--- src/rtl/rv_muldiv_unit.sv ---
// ============================================================================
// Module      : rv_muldiv_unit
// Description : Iterative RV32M/RV64M multiply/divide unit with valid/ready
//               handshake and a pass-through destination-register tag.
// Revision    : 1.0 - initial release
// ============================================================================
`default_nettype none

module rv_muldiv_unit #(
    parameter int WIDTH = 32,
    parameter int TAG_W = 5
) (
    input  logic             clk,
    input  logic             rst,
    input  logic             flush,
    input  logic             in_valid,
    output logic             in_ready,
    input  logic [2:0]       funct3,
    input  logic [WIDTH-1:0] rs1,
    input  logic [WIDTH-1:0] rs2,
    input  logic [TAG_W-1:0] in_tag,
    output logic             out_valid,
    input  logic             out_ready,
    output logic [WIDTH-1:0] result,
    output logic [TAG_W-1:0] out_tag,
    output logic             busy
);

    localparam int CNT_W = $clog2(WIDTH) + 1;

    localparam logic [1:0] c_st_idle  = 2'd0;
    localparam logic [1:0] c_st_busy  = 2'd1;
    localparam logic [1:0] c_st_fixup = 2'd2;
    localparam logic [1:0] c_st_done  = 2'd3;

    localparam logic [WIDTH-1:0] c_int_min = {1'b1, {(WIDTH-1){1'b0}}};

    logic [1:0]         r_state;
    logic [1:0]         w_state_nxt;
    logic [CNT_W-1:0]   r_cnt;
    logic [2:0]         r_funct3;
    logic [TAG_W-1:0]   r_tag;
    logic               r_neg_q;
    logic               r_neg_r;
    logic [WIDTH-1:0]   r_a;
    logic [WIDTH-1:0]   r_b;
    logic [2*WIDTH-1:0] r_prod;
    logic [WIDTH:0]     r_rem;
    logic [WIDTH-1:0]   r_quo;
    logic [WIDTH-1:0]   r_result;
    logic [TAG_W-1:0]   r_out_tag;

    // Operand decode at accept
    logic               w_accept;
    logic               w_signed_a;
    logic               w_signed_b;
    logic               w_neg_a;
    logic               w_neg_b;
    logic [WIDTH-1:0]   w_mag_a;
    logic [WIDTH-1:0]   w_mag_b;
    logic               w_div0;
    logic               w_ovf;
    logic               w_fast;
    logic [WIDTH-1:0]   w_fast_res;

    // Iteration datapath
    logic [WIDTH:0]     w_sum;
    logic [WIDTH+1:0]   w_shift;
    logic [WIDTH+1:0]   w_diff;

    // Fixup datapath
    logic [2*WIDTH-1:0] w_prod_fix;
    logic [WIDTH-1:0]   w_quo_fix;
    logic [WIDTH-1:0]   w_rem_fix;
    logic [WIDTH-1:0]   w_fix_res;

    assign in_ready  = (r_state == c_st_idle);
    assign out_valid = (r_state == c_st_done);
    assign busy      = (r_state != c_st_idle);
    assign result    = r_result;
    assign out_tag   = r_out_tag;

    always_comb begin
        w_accept   = in_valid && (r_state == c_st_idle) && !flush;
        w_signed_a = (funct3 == 3'd1) || (funct3 == 3'd2) || (funct3 == 3'd4) || (funct3 == 3'd6);
        w_signed_b = (funct3 == 3'd1) || (funct3 == 3'd4) || (funct3 == 3'd6);
        w_neg_a    = w_signed_a && rs1[WIDTH-1];
        w_neg_b    = w_signed_b && rs2[WIDTH-1];
        w_mag_a    = w_neg_a ? -rs1 : rs1;
        w_mag_b    = w_neg_b ? -rs2 : rs2;
        w_div0     = funct3[2] && (rs2 == '0);
        w_ovf      = ((funct3 == 3'd4) || (funct3 == 3'd6)) && (rs1 == c_int_min) && (rs2 == '1);
        w_fast     = w_div0 || w_ovf;
        w_fast_res = '0;
        if (w_div0) begin
            w_fast_res = funct3[1] ? rs1 : '1;
        end else if (w_ovf) begin
            w_fast_res = funct3[1] ? '0 : rs1;
        end
    end

    // Shift-add multiply keeps the multiplier in the low half and shifts right.
    // Restoring divide shifts dividend bits out of r_quo into the remainder.
    always_comb begin
        w_sum   = {1'b0, r_prod[2*WIDTH-1:WIDTH]} + (r_prod[0] ? {1'b0, r_a} : '0);
        w_shift = {r_rem, r_quo[WIDTH-1]};
        w_diff  = w_shift - {2'b00, r_b};
    end

    always_comb begin
        w_prod_fix = r_neg_q ? -r_prod : r_prod;
        w_quo_fix  = r_neg_q ? -r_quo : r_quo;
        w_rem_fix  = r_neg_r ? -r_rem[WIDTH-1:0] : r_rem[WIDTH-1:0];
        case (r_funct3)
            3'd0:                   w_fix_res = w_prod_fix[WIDTH-1:0];
            3'd1, 3'd2, 3'd3:       w_fix_res = w_prod_fix[2*WIDTH-1:WIDTH];
            3'd4, 3'd5:             w_fix_res = w_quo_fix;
            default:                w_fix_res = w_rem_fix;
        endcase
    end

    always_comb begin
        w_state_nxt = r_state;
        case (r_state)
            c_st_idle: begin
                if (w_accept) begin
                    w_state_nxt = w_fast ? c_st_done : c_st_busy;
                end
            end
            c_st_busy: begin
                if (r_cnt == CNT_W'(1)) begin
                    w_state_nxt = c_st_fixup;
                end
            end
            c_st_fixup: w_state_nxt = c_st_done;
            c_st_done: begin
                if (out_ready) begin
                    w_state_nxt = c_st_idle;
                end
            end
            default: w_state_nxt = c_st_idle;
        endcase
        if (flush) begin
            w_state_nxt = c_st_idle;
        end
    end

    always_ff @(posedge clk) begin
        if (rst) begin
            r_state <= c_st_idle;
        end else begin
            r_state <= w_state_nxt;
        end
    end

    always_ff @(posedge clk) begin
        if (rst || flush) begin
            r_cnt     <= '0;
            r_funct3  <= '0;
            r_tag     <= '0;
            r_neg_q   <= 1'b0;
            r_neg_r   <= 1'b0;
            r_a       <= '0;
            r_b       <= '0;
            r_prod    <= '0;
            r_rem     <= '0;
            r_quo     <= '0;
            r_result  <= '0;
            r_out_tag <= '0;
        end else begin
            case (r_state)
                c_st_idle: begin
                    if (w_accept) begin
                        r_funct3 <= funct3;
                        r_tag    <= in_tag;
                        r_neg_q  <= w_neg_a ^ w_neg_b;
                        r_neg_r  <= w_neg_a;
                        r_a      <= w_mag_a;
                        r_b      <= w_mag_b;
                        r_cnt    <= CNT_W'(WIDTH);
                        r_prod   <= {{WIDTH{1'b0}}, w_mag_b};
                        r_rem    <= '0;
                        r_quo    <= w_mag_a;
                        if (w_fast) begin
                            r_result  <= w_fast_res;
                            r_out_tag <= in_tag;
                        end
                    end
                end
                c_st_busy: begin
                    r_cnt <= r_cnt - CNT_W'(1);
                    if (r_funct3[2]) begin
                        if (!w_diff[WIDTH+1]) begin
                            r_rem <= w_diff[WIDTH:0];
                            r_quo <= {r_quo[WIDTH-2:0], 1'b1};
                        end else begin
                            r_rem <= w_shift[WIDTH:0];
                            r_quo <= {r_quo[WIDTH-2:0], 1'b0};
                        end
                    end else begin
                        r_prod <= {w_sum, r_prod[WIDTH-1:1]};
                    end
                end
                c_st_fixup: begin
                    r_result  <= w_fix_res;
                    r_out_tag <= r_tag;
                end
                default: begin
                end
            endcase
        end
    end

endmodule

`default_nettype wire
--- config.mk ---
export PLATFORM = sky130hd
export DESIGN_NAME = rv_muldiv_unit
export DESIGN_NICKNAME = d
export VERILOG_FILES = /design/src/rtl/rv_muldiv_unit.sv
export SDC_FILE = /design/constraint.sdc
export NUM_CORES = 1
export LEC_CHECK = 0
export CORE_ASPECT_RATIO = 0.8
export CORE_UTILIZATION = 61
export CTS_CLUSTER_DIAMETER = 100
export DETAILED_ROUTE_END_ITERATION = 12
export GPL_TIMING_DRIVEN = 0
export PLACE_DENSITY_LB_ADDON = 0.2
export SKIP_LAST_GASP = 1
export SLEW_MARGIN = 20
export SYNTH_ARGS = -nofsm -noshare
export SYNTH_HDL_FRONTEND = slang
export SYNTH_SLANG_ARGS = --single-unit
--- constraint.sdc ---
create_clock -name clk -period 4.49 [get_ports clk]
set_clock_uncertainty 0.2 [all_clocks]
set_input_delay 0.449 -clock clk [delete_from_list [all_inputs] [get_ports clk]]
set_output_delay 0.449 -clock clk [all_outputs]
set_load 0.005 [all_outputs]
==> results.sh <==
export IMPL_p_sw_mw=2.053
export IMPL_hpwlAfterDp_um=60210
export IMPL_numCtsBuffers=27
export IMPL_synth_seq_cells=248
export IMPL_stdcell_count=3016
export IMPL_grt_overflow=0
export IMPL_ys_warn_count=0
export IMPL_failed_checks="setup timing"
export IMPL_grt_max_degree=15
export IMPL_drive_above_1_share=0.03487
export IMPL_fill_cells=2395
export IMPL_synth_largest_area_cell="dfxtp_1"
export IMPL_critPathKind="input port to register"
export IMPL_vias=20980
export IMPL_clockBufferDepth=3
export IMPL_grt_pass1_vias=18960
export IMPL_ios=117
export IMPL_synth_edf_count=0
export IMPL_grt_first_pass_wirelength_um=113500
export IMPL_routed_via_density=6.957
export IMPL_timing_fmax_ghz=0.2177
export IMPL_place_gp_congestion=1.124
export IMPL_status="finished with violations"
export IMPL_die_w_um=195.1
export IMPL_synthFlopType="dfxtp_1"
export IMPL_areaGrowthSynthToFinish_pct=14.44
export IMPL_antenna_found_initial=2
export IMPL_maxSlewHeadroom=0.2210
export IMPL_final_area_sq_um=20820
export IMPL_drc_errors=0
export IMPL_synthTopCellsByArea="dfxtp_1 (27%), nand2_1 (6.8%), a21oi_1 (6.3%), xnor2_1 (5.9%), o21ai_0 (5.6%)"
export IMPL_die_area_sq_um=30520
export IMPL_ys_async_sr_fraction=0
export IMPL_rsz0062_at_grt="yes"
export IMPL_clockRootBuffer="clkbuf_16"
export IMPL_htreeDepth=1
export IMPL_cp_required_ps=4770
export IMPL_fin_crit_ps=4593
export IMPL_max_cap_violations=0
export IMPL_critical_path_slowest_cell="or4_1"
export IMPL_min_period_over_period=1.023
export IMPL_final_setup_worst_slack_ps=-103.2
export IMPL_drt_wl_total_um=77320
export IMPL_num_rows=56
export IMPL_synth_top_cell_area_share=0.2729
export IMPL_initial_core_util=0.6212
export IMPL_critPathArrivalTime_ps=4870
export IMPL_first_pass_iters=7
export IMPL_slew_viol_final=0
export IMPL_hold_buffers=0
export IMPL_clock_sinks=248
export IMPL_first_iter_violations=3286
export IMPL_nNetsFinal=2772
export IMPL_clk_latency_ps=570
export IMPL_clk_pin_slew_ps=60
export IMPL_worstSetupStartpointType="input port"
export IMPL_cellInternalPower_mw=4.041
export IMPL_synthCells=2469
export IMPL_grt_util_all_layers=0.4891
export IMPL_crit_path_end_kind="register"
export IMPL_die_y_um=156.5
export IMPL_cts_tree="done"
export IMPL_synth_nets=2624
export IMPL_ys_seq_area_frac=0.2729
export IMPL_leakage_nw=7.789
export IMPL_comb_power_share=0.229
export IMPL_finalSetupViolCount=13
export IMPL_tightestPinTransition_ps=1164
export IMPL_ant_nets=0
export IMPL_crit_chain="clkdlybuf4s50_1 -> or4_1 -> nor3_2 -> and2_1 -> nand3_1 -> nor3_1 -> a21o_1 -> buf_2 -> buf_1 -> a21oi_1 -> nor2_1 -> nand3_1 -> nand2_1"
export IMPL_synth_distinct_cells=76
export IMPL_power_density_nw_per_um2=292.7
export IMPL_drt_wirelength_per_cell_um=25.64
export IMPL_tns_ps=-810.9
export IMPL_numPlacedInstances=2962
export IMPL_hp_class="register to register"
export IMPL_crit_top_cell="nand3_1"
export IMPL_pwr_share_seq=0.382
export IMPL_finalHoldViolCount=0
export IMPL_p_sw_frac=0.3369
export IMPL_total_power_mw=6.094
export IMPL_coreArea_sq_um=29290
export IMPL_dpl_cell_area_sq_um=19830
export IMPL_syn_avg_cell_area_sq_um=7.368
export IMPL_critPathMaxFanout=10
export IMPL_pwr_share_clk=0.389
export IMPL_cpPeakStageDelay_ps=610
export IMPL_numPortBuffers=116
export IMPL_peakVddDrop_uv=317.8
export IMPL_final_util=0.7109
export IMPL_syn_area_sq_um=18190
## worst max-delay path: cells and delay by family
kind	cells	cell delay [ps]
compound gates	2	370
buf+inv	3	1330
simple gates	8	2710
## per-layer routing
| metal | vias to the layer above | routed length, um | part of all wire | global-route usage |
|---|---|---|---|---|
| met3 | 283 | 12460 | 0.16 | 0.1614 |
| met2 | 1702 | 30700 | 0.40 | 0.7029 |
| met5 | - | 76 | 0.00098 | 0.01610 |
| met4 | 4 | 3497 | 0.045 | 0.1890 |
| met1 | 9813 | 30580 | 0.40 | 0.6707 |
| li1 | 9179 | - | - | - |
## path summary, 6_finish.rpt
kind	startpoint	to	slack, ps	depth (start not counted)
worst max-delay path	rs1[4]	result[4]	-100	13
worst min-delay path	result[28]	result[28]	250	2
worst max register to register	r_state[0]	r_prod[54]	100	12
worst min register to register	result[28]	result[28]	250	2
## synth_stat cells (all sizes together) (13+ instances only)
library cell / count
a211oi: 95
dfxtp: 248
ha: 76
o211ai: 34
o21ai: 219
or3: 34
and2: 38
nand2b: 24
clkbuf: 137
nor3: 38
a21oi: 230
or4: 23
nand2: 331
mux2i: 35
o21a: 13
nand3: 47
a21o: 42
inv: 76
and3: 14
a31oi: 15
buf: 18
nor2: 209
nor2b: 17
xor2: 97
nand4: 13
xnor2: 122
nor4: 21
o41ai: 26
o31ai: 40
## flip-flops by register name, summed over array words and instances, names as in the netlist
signal	flops
r_prod	64
r_state	2
r_neg_r	1
r_rem	33
out_tag	5
r_tag	5
r_cnt	6
result	32
r_neg_q	1
r_quo	32
r_b	32
r_funct3	3
r_a	32
## power by group through the flow
stage | combinational (mW) | clock (mW) | sequential [mW]
6_report | 1.40 | 2.37 | 2.33
2_1_floorplan | 0.829 | 0 | 2.34
3_5_place_dp | 1.31 | 0 | 2.37
4_1_cts | 1.32 | 2.33 | 2.32
3_3_place_gp | 1.28 | 0 | 2.37
5_1_grt | 1.46 | 2.41 | 2.33
## stage by stage
step	setup slack (ps)	hold WS (ps)
floorplan	872.5	231.7
global placement	-703.7	234.6
detailed placement	-770.2	242.2
CTS	4.063	250.7
global route	-181.7	284.1
finish	-103.2	249.6
## layout by cell type (no fill, tap or decap), drive strengths merged, types with 7 or more instances in the layout
cell,count
nand4,13
or4,23
nor3b,8
xnor2,122
o21a,13
ha,76
buf,22
nand2,331
o41ai,26
clkinv,8
nor3,38
or2,9
o221ai,9
a22oi,9
o22ai,9
nor4,21
nor2,209
a221oi,7
inv,79
a2111oi,9
a31oi,15
a21o,42
a211oi,95
clkbuf,169
nand3,47
dfxtp,248
and3,14
o21ai,219
nor2b,17
nand2b,24
clkdlybuf4s50,116
mux2i,35
o31ai,40
or3,34
and2,38
xor2,97
a21oi,230
o211ai,34
## kinds of logic (layout without fill, tap and decap cells)
| logic type | Yosys count | in the layout | synth area share |
|---|---|---|---|
| multiplexers | 36 | 36 | 0.01988 |
| flip-flops | 248 | 248 | 0.2729 |
| XOR/XNOR | 219 | 219 | 0.1054 |
| adder cells (fa/ha/maj) | 78 | 78 | 0.05447 |
| AND/OR/NAND/NOR | 843 | 843 | 0.2168 |
| other | 0 | 1 | 0 |
| buffers and inverters | 231 | 400 | 0.04794 |
| AO/OA/AOI/OAI | 814 | 814 | 0.2826 |
## repair_timing
| item | 4_1_cts | 5_1_grt |
|---|---|---|
| setup buffers | 4 | 0 |
| gates resized for setup | 4 | 16 |
| pin swaps | 1 | 1 |
| setup endpoints to repair | 28 | 44 |
## cell type report
cell class	instances	area, sq um	area share
multi-input combinational	1990	12400	0.5957
timing repair buffer	120	1191	0.05721
inverter	76	285.3	0.01370
buffer	154	589.3	0.02831
clock inverter	17	182.7	0.008774
antenna	1	2.502	0.0001202
tap	377	471.7	0.02266
clock buffer	33	728.2	0.03498
sequential	248	4966	0.2385
No activity file was read; power rests on OpenSTA's default activity.
==> patch: new RTL, same settings <==
The parameter `WIDTH` goes from 32 to 16.
--- a/src/rtl/rv_muldiv_unit.sv
+++ b/src/rtl/rv_muldiv_unit.sv
@@ -9,3 +9,3 @@
 module rv_muldiv_unit #(
-    parameter int WIDTH = 32,
+    parameter int WIDTH = 16,
     parameter int TAG_W = 5
Interface: changed (resized result, rs1 and rs2); port bits go from 117 to 69. The function was not compared with the original's and may differ.
==> patch against the unedited design <==
  * Wire length decreased by 54%
  * Power down 46%
  * Sequential cell count shrank 113
  * Sequential power shrank 46%
  * Worst hold slack improved by 0.0050 ns
  * Design area fell by 46%
  * Worst setup slack improved by 0.34 ns
  * Synthesized area shrank 47%
  * Critical path type is now flop to flop
==> patch: results (changes against the unedited design) <==
| Metric | Value |
|---|---|
| Status | completed (was complete, but fails checks) |
| Via density per instance | 6.68 (was 6.96) |
| PortBufs | 67 (was 116) |
| CTS buffer count | 17 (was 27) |
| Syn Inst Count | 1276 (was 2469) |
| Reg2Reg Setup Slack | 0.24 ns (was 0.10 ns) |
| Lkg Pwr | 4.14 nW (was 7.79 nW) |
| Synth top cells by count | 158 x nand2_1, 135 x dfxtp_1, 110 x nor2_1, 101 x a21oi_1, 71 x o21ai_0 (was 331 x nand2_1, 248 x dfxtp_1, 230 x a21oi_1, 209 x nor2_1, 205 x o21ai_0) |
| H-tree Lvls | 4 (was 1) |
| Gr usage total | 0.438 (was 0.489) |
| Setup repair bufs after CTS | 0 (was 4) |
| Initial antenna violation count | 0 (was 2) |
| Clk pwr share | 0.438 (was 0.389) |
| Post_cts resized | 0 (was 4) |
| Final wirelength | 35200 um (was 77300 um) |
| DRT iter0 DRCs | 1467 (was 3286) |
| Met3 Use GR | 0.138 (was 0.161) |
| Placed insts | 1553 (was 2962) |
| R2R cell count | 10 (was 12) |
| Syn nets | 1367 (was 2624) |
| Final nets | 1453 (was 2772) |
| Top Metal Used | met4 (was met5) |
| Met2 Use GR | 0.608 (was 0.703) |
| Seq pwr share | 0.380 (was 0.382) |
| WL met3 | 5180 um (was 12500 um) |
| First drt pass iteration count | 6 (was 7) |
| Most area-consuming cells after synthesis | dfxtp_1 28%, nand2_1 6.1%, ha_1 5.7% (was dfxtp_1 27%, nand2_1 6.8%, a21oi_1 6.3%) |
| Peak VDD IR | 0.000266 V (was 0.000318 V) |
| Beginning of the critical path | r_state[0] (was rs1[4]) |
| Grt met1 use | 0.636 (was 0.671) |
| Dpl hpwl | 26700 um (was 60200 um) |
| Layout cells sized above 1 | 0.0407 (was 0.0349) |
==> patch: changes by cell type in the layout (fill, tap and decap cells not counted), sizes merged, moves of 25 or more <==
| cell | change |
|---|---|
| a211oi | -60 |
| a21o | -31 |
| a21oi | -129 |
| clkbuf | -80 |
| clkdlybuf4s50 | -49 |
| dfxtp | -113 |
| ha | -32 |
| inv | -25 |
| nand2 | -173 |
| nor2 | -99 |
| o21ai | -146 |
| xnor2 | -78 |
| xor2 | -39 |
==> patch: worst min path at each step <==
| stage | from | endpoint | slack, ns | depth (start not counted) |
|---|---|---|---|---|
| final | r_a[10] | r_a[10] | 0.25 | 2 |
| after global routing | r_tag[4] | r_tag[4] | 0.27 | 2 |
| after CTS | r_tag[0] | r_tag[0] | 0.26 | 2 |
| after detailed placement | r_tag[0] | r_tag[0] | 0.25 | 2 |
| after global placement | result[7] | result[7] | 0.24 | 2 |
| after floorplan | r_a[0] | r_a[0] | 0.23 | 2 |
==> patch: cells by family after synthesis <==
family	count (synthesis)	share of synthesized area
XOR/XNOR	102	0.0923
adder cells (fa/ha/maj)	46	0.0610
AO/OA/AOI/OAI	397	0.278
buffers and inverters	132	0.0536
multiplexers	12	0.0124
flip-flops	135	0.279
AND/OR/NAND/NOR	452	0.223
==> patch: worst max-delay path, stage by stage, from the launching register on <==
cell	delay (ns)
dfxtp_1	0.40
inv_1	0.09
ha_1	0.21
clkbuf_1	0.20
nand2_1	0.42
a2bb2oi_1	0.86
a21oi_1	0.27
nor2_1	0.77
clkbuf_1	0.48
nand2_1	0.13
o311ai_0	0.12
==> patch: cell type report <==
class                   instances  area share
plain buffers                  80      0.0289
clock buffers                  20      0.0398
clock inverters                12      0.0128
inverters                      52      0.0174
multi-input cells            1009       0.577
flip-flops and latches        135       0.241
well taps                     210      0.0234
repair buffers                 67      0.0598
